==> config.mk <==
export PLATFORM = sky130hd
export DESIGN_NAME = imm_extend_pipe
export DESIGN_NICKNAME = d
export VERILOG_FILES = /design/src/rtl/imm_ext_pkg.sv /design/src/rtl/imm_ext_core.sv /design/src/rtl/imm_extend_pipe.sv
export SDC_FILE = /design/constraint.sdc
export NUM_CORES = 1
export LEC_CHECK = 0
export CAP_MARGIN = 20
export CORE_MARGIN = 1.5
export CORE_UTILIZATION = 55
export CTS_CLUSTER_SIZE = 12
export DETAILED_ROUTE_END_ITERATION = 6
export PLACE_DENSITY = 0.88
export SLEW_MARGIN = 20
export SYNTH_ARGS = -nofsm -noshare
export SYNTH_HDL_FRONTEND = slang
export SYNTH_SLANG_ARGS = --single-unit
export TNS_END_PERCENT = 50
==> constraint.sdc <==
create_clock -name clk -period 3.6 [get_ports clk]
set_clock_uncertainty 0.2 [all_clocks]
set_input_delay 0.54 -clock clk [delete_from_list [all_inputs] [get_ports clk]]
set_output_delay 0.54 -clock clk [all_outputs]
set_load 0.01 [all_outputs]
==> src/rtl/imm_ext_pkg.sv <==
// Shared definitions for the immediate-extension stage: the extension-mode
// encodings used by decode control and by the extension datapath.
package imm_ext_pkg;

  localparam logic [1:0] MODE_SEXT   = 2'd0;  // sign-extend
  localparam logic [1:0] MODE_ZEXT   = 2'd1;  // zero-extend
  localparam logic [1:0] MODE_UPPER  = 2'd2;  // place in top bits, zero below
  localparam logic [1:0] MODE_BRANCH = 2'd3;  // sign-extend, then shift left

endpackage : imm_ext_pkg

==> src/rtl/imm_ext_core.sv <==
// Purely combinational immediate extender: widens an IN_W-bit immediate to
// OUT_W bits in one of the four extension modes.
module imm_ext_core
  import imm_ext_pkg::*;
#(
  parameter int unsigned IN_W    = 16,
  parameter int unsigned OUT_W   = 32,
  parameter int unsigned SHIFT_B = 2
) (
  input  logic [IN_W-1:0]  imm,
  input  logic [1:0]       mode,
  output logic [OUT_W-1:0] data
);

  localparam int unsigned PAD_W = OUT_W - IN_W;

  logic [OUT_W-1:0] sext_val;
  logic [OUT_W-1:0] zext_val;
  logic [OUT_W-1:0] upper_val;
  logic [OUT_W-1:0] branch_val;

  assign sext_val   = {{PAD_W{imm[IN_W-1]}}, imm};
  assign zext_val   = {{PAD_W{1'b0}}, imm};
  assign upper_val  = {imm, {PAD_W{1'b0}}};
  // Bits shifted past OUT_W are dropped; the vacated low bits fill with zero.
  assign branch_val = sext_val << SHIFT_B;

  // Mode mux selecting the extended result.
  always_comb begin
    // NOTE: data gets a value on every path (default arm included), so no
    // latch is inferred for this combinational output.
    case (mode)
      MODE_SEXT:   data = sext_val;
      MODE_ZEXT:   data = zext_val;
      MODE_UPPER:  data = upper_val;
      MODE_BRANCH: data = branch_val;
      default:     data = sext_val;
    endcase
  end

endmodule : imm_ext_core

==> src/rtl/imm_extend_pipe.sv <==
// Pipelined immediate-extension stage: extends the accepted immediate and
// holds it in a main output register backed by one skid register, so
// downstream backpressure never drops or duplicates an immediate while
// in_ready stays a registered-derived signal.
module imm_extend_pipe
  import imm_ext_pkg::*;
#(
  parameter int unsigned IN_W    = 16,
  parameter int unsigned OUT_W   = 32,
  parameter int unsigned SHIFT_B = 2
) (
  input  logic             clk,
  input  logic             rst_n,
  input  logic             in_valid,
  output logic             in_ready,
  input  logic [IN_W-1:0]  in_imm,
  input  logic [1:0]       in_mode,
  output logic             out_valid,
  input  logic             out_ready,
  output logic [OUT_W-1:0] out_data
);

  if ((IN_W < 1) || (IN_W >= OUT_W)) begin : g_bad_params
    $error("imm_extend_pipe: IN_W (%0d) must satisfy 1 <= IN_W < OUT_W (%0d)",
           IN_W, OUT_W);
  end

  logic [OUT_W-1:0] ext_data;

  logic             main_valid_q, main_valid_d;
  logic [OUT_W-1:0] main_data_q,  main_data_d;
  logic             skid_valid_q, skid_valid_d;
  logic [OUT_W-1:0] skid_data_q,  skid_data_d;

  logic in_fire;
  logic out_fire;

  imm_ext_core #(
    .IN_W    (IN_W),
    .OUT_W   (OUT_W),
    .SHIFT_B (SHIFT_B)
  ) u_core (
    .imm  (in_imm),
    .mode (in_mode),
    .data (ext_data)
  );

  // Accept whenever the skid slot is free; never looks at out_ready.
  assign in_ready  = !skid_valid_q;
  assign in_fire   = in_valid && in_ready;
  assign out_fire  = main_valid_q && out_ready;

  assign out_valid = main_valid_q;
  assign out_data  = main_data_q;

  // Next-state for the two-entry buffer: drain first, then place new input.
  always_comb begin
    main_valid_d = main_valid_q;
    main_data_d  = main_data_q;
    skid_valid_d = skid_valid_q;
    skid_data_d  = skid_data_q;

    if (out_fire) begin
      if (skid_valid_q) begin
        main_valid_d = 1'b1;
        main_data_d  = skid_data_q;
        skid_valid_d = 1'b0;
      end else begin
        main_valid_d = 1'b0;
      end
    end

    // in_fire implies the skid slot is empty, so a draining main register
    // can take the new item directly and FIFO order is preserved.
    if (in_fire) begin
      if (!main_valid_q || out_fire) begin
        main_valid_d = 1'b1;
        main_data_d  = ext_data;
      end else begin
        skid_valid_d = 1'b1;
        skid_data_d  = ext_data;
      end
    end
  end

  // Buffer state registers with asynchronous clear.
  always_ff @(posedge clk or negedge rst_n) begin
    if (!rst_n) begin
      // NOTE: data registers are cleared too, not just the valid bits, so
      // out_data reads 0 in reset and no stale value survives a reset.
      main_valid_q <= 1'b0;
      main_data_q  <= '0;
      skid_valid_q <= 1'b0;
      skid_data_q  <= '0;
    end else begin
      // NOTE: non-blocking assignments so every flop samples the pre-edge
      // values computed above, independent of statement order.
      main_valid_q <= main_valid_d;
      main_data_q  <= main_data_d;
      skid_valid_q <= skid_valid_d;
      skid_data_q  <= skid_data_d;
    end
  end

endmodule : imm_extend_pipe

==> flow_metrics.py <==
metrics = {
    "yosys": {
        "syn-cell-area_um2": 3242,
        "syn-num-nets": 323,
        "synthesis.instances": 301,
        "yosysSeqAreaShare_pct": 50.95,
        "ys_types": 32,
        "syn_avg_cell_area_um2": 10.77,
        "ys_seq_elements": 66,
        "yosysWarnings": 0,
    },
    "run": {
        "cap_violations": 0,
    },
    "grt": {
        "grt_pass1_vias": 2309,
        "antenna_found_initial": 0,
        "grt_max_degree": 37,
        "grt_use_total_pct": 23.95,
        "grt.overflow.total": 0,
        "grt_pass1_wl_mm": 11.54,
    },
    "timing": {
        "hold_viol": 22,
        "max_freq_ghz": 0.4003,
        "slew_viol_final": 0,
        "fin_tns_setup_ns": 0,
        "worst_slack_ns": 1.102,
        "rsz0062_at_grt": "false",
        "finalSetupViolCount": 0,
        "relSlewSlack_pct": 34.02,
        "hold-worst-slack_ns": -0.009670,
        "post-route-period-util_pct": 69.40,
        "worst_pin_slew_ns": 0.9855,
        "finalCriticalPeriod_ns": 2.498,
    },
    "setup_path": {
        "crit_chain": "clkdlybuf4s50_1, nand3_1, nor3b_2, a22oi_1",
        "arrival_ns": 2.46,
        "critPathMaxStageDelay_ns": 0.82,
        "cp_slowest_cell": "nor3b_2",
        "critPathLaunchType": "primary input",
        "critical_path.top_delay_family": "simple AND/OR/NAND/NOR gates",
        "crit_path_end_kind": "flip-flop",
        "crit_type": "in2reg",
        "crit_buf_inv": 1,
        "cp_data_required_time_ns": 3.56,
        "cp_max_fo": 17,
    },
    "detailed_routing": {
        "drtIter0Drc": 162,
        "drtPass1Iterations": 4,
        "vias": 2353,
        "wl_per_cell_um": 16.75,
        "finalWirelength_mm": 7.102,
        "ant_nets": 0,
        "drcViolationCount": 0,
        "routed_via_density": 5.550,
    },
    "floorplanning": {
        "die_h_um": 79.78,
        "die_w_um": 79.78,
        "core_um2": 5608,
        "start_util_pct": 57.81,
        "io_pins": 56,
        "rows": 27,
        "dieArea_um2": 6364,
    },
    "clock_network": {
        "htreeDepth": 3,
        "clkSlewWorstSetupHoldPaths_ns": 0.07,
        "cts_resized": 0,
        "clock_sinks": 66,
        "cts_setup_buffers": 0,
        "clock_path_buffers": 2,
        "clockRootBuffer": "clkbuf_8",
        "worstSkewPairLatency_ns": 0.33,
        "cts_tree": "yes",
        "postCtsHoldBufs": 0,
        "cts_buffers": 9,
    },
    "final_layout": {
        "n_antenna_cell": 0,
        "seq_area_um2": 1652,
        "layout-drive-gt1-share_pct": 9.091,
        "multi_input_area_um2": 1398,
        "fin_nets": 371,
        "utilization_pct": 70.62,
        "final_common_cell": "dfrtp_1",
        "fin_cells": 424,
        "layout_common_cells": "dfrtp_1 (66), clkdlybuf4s50_1 (54), mux2i_1 (48), nand2_1 (34), o21ai_0 (21)",
        "syn2layout_area_growth_pct": 22.15,
        "n_fill_cell": 416,
    },
    "placed_design": {
        "gp_congestion": 0.8188,
        "hpwl_mm": 4.825,
        "portBuffers": 55,
        "pre_cts_ws_ns": 0.7354,
        "dp_cells": 410,
    },
    "power": {
        "leakage_nw": 1.755,
        "ir_drop_mv": 0.4665,
        "p_per_area_nw_per_um2": 802.7,
    },
    "outcome": {
        "violations": "hold timing",
        "status": "complete, but fails checks",
    },
    "worst_hold_path": {
        "hold_path.class": "in2async",
    },
}
-- per-stage QoR --
step / area, µm² / power, mW
2_1_floorplan: 3242 / 2.035
3_3_place_gp: 3769 / 2.499
3_5_place_dp: 3769 / 2.564
4_1_cts: 3960 / 3.193
5_1_grt: 3960 / 3.368
6_report: 3960 / 3.179
-- cell families (layout without fill, tap and decap cells) --
group,count (synthesis),count (layout),share of synthesized area (%)
flip-flops,66,66,50.95
AND/OR/NAND/NOR,76,76,11.96
multiplexers,49,49,15.17
AO/OA/AOI/OAI,81,81,15.94
buffers and inverters,29,80,5.982
-- registers in the layout (all words and copies together), names as in the netlist --
signal        cells
out_valid         1
skid_data_q      32
skid_valid_q      1
out_data         32
-- cell usage after synthesis --
cell type	instances	share of area (%)
a221oi_1	1	0.27
and4bb_2	1	0.39
buf_6	4	1.4
inv_1	3	0.35
buf_2	11	1.7
a22oi_1	12	2.8
nand3_1	1	0.15
nor2b_1	13	2.5
mux2_2	1	0.35
nand4bb_1	1	0.35
nor3b_2	1	0.39
buf_4	2	0.46
a22oi_2	3	1.2
a31oi_1	14	2.7
and3b_1	1	0.27
or2_1	1	0.19
mux2i_1	48	15
dfrtp_1	66	51
nand2_1	34	3.9
and3_1	1	0.19
a21o_1	14	3.2
and2_1	1	0.19
buf_8	3	1.4
nand2b_1	3	0.58
o21ai_0	21	3.2
nor2b_4	1	0.42
a21boi_0	1	0.23
nand3b_1	1	0.23
clkbuf_1	6	0.69
nor2_1	15	1.7
nand2b_4	1	0.42
a21oi_1	15	2.3
-- where the power goes --
| group | total (mW) | leakage [nW] | internal [mW] | switching, mW |
|---|---|---|---|---|
| Clock | 0.615 | 0.101 | 0.348 | 0.268 |
| Sequential | 1.31 | 0.802 | 1.09 | 0.220 |
| Combinational | 1.25 | 0.851 | 0.683 | 0.571 |
-- area by class of cell --
type | count | share of cell area [%]
inverter | 3 | 0.2844
timing repair buffer | 63 | 15.61
sequential | 66 | 41.71
clock buffer | 11 | 3.823
clock inverter | 3 | 1.011
tap | 72 | 2.275
multi-input combinational | 206 | 35.29
-- path summary, 6_finish.rpt --
check                                from  cells after the start  slack (ns)               to
max                            in_mode[0]                      4        1.10     out_data[18]
min                                 rst_n                      1       -0.01  skid_data_q[18]
max reg2reg                     out_valid                      3        1.53     out_data[18]
min reg2reg                skid_data_q[0]                      2        0.28   skid_data_q[0]
max in group asynchronous           rst_n                      2        2.47      out_data[7]
min in group clk           skid_data_q[0]                      2        0.28   skid_data_q[0]
-- layer usage --
| metal | GRT usage (%) | wire [µm] | vias up |
|---|---|---|---|
| li1 | - | - | 1154 |
| met1 | 32.78 | 3262 | 1140 |
| met2 | 38.22 | 3490 | 54 |
| met3 | 4.114 | 301 | 5 |
| met4 | 9.310 | 48 | 0 |
| met5 | 0 | 0 | - |
-- worst register-to-register path, cell delays in order, from the launching register on --
cell and delay, ns:
dfrtp_1 0.47, nor2b_4 0.18, nor3b_2 0.82, a22oi_1 0.23
(Power assumes the default switching activity.)
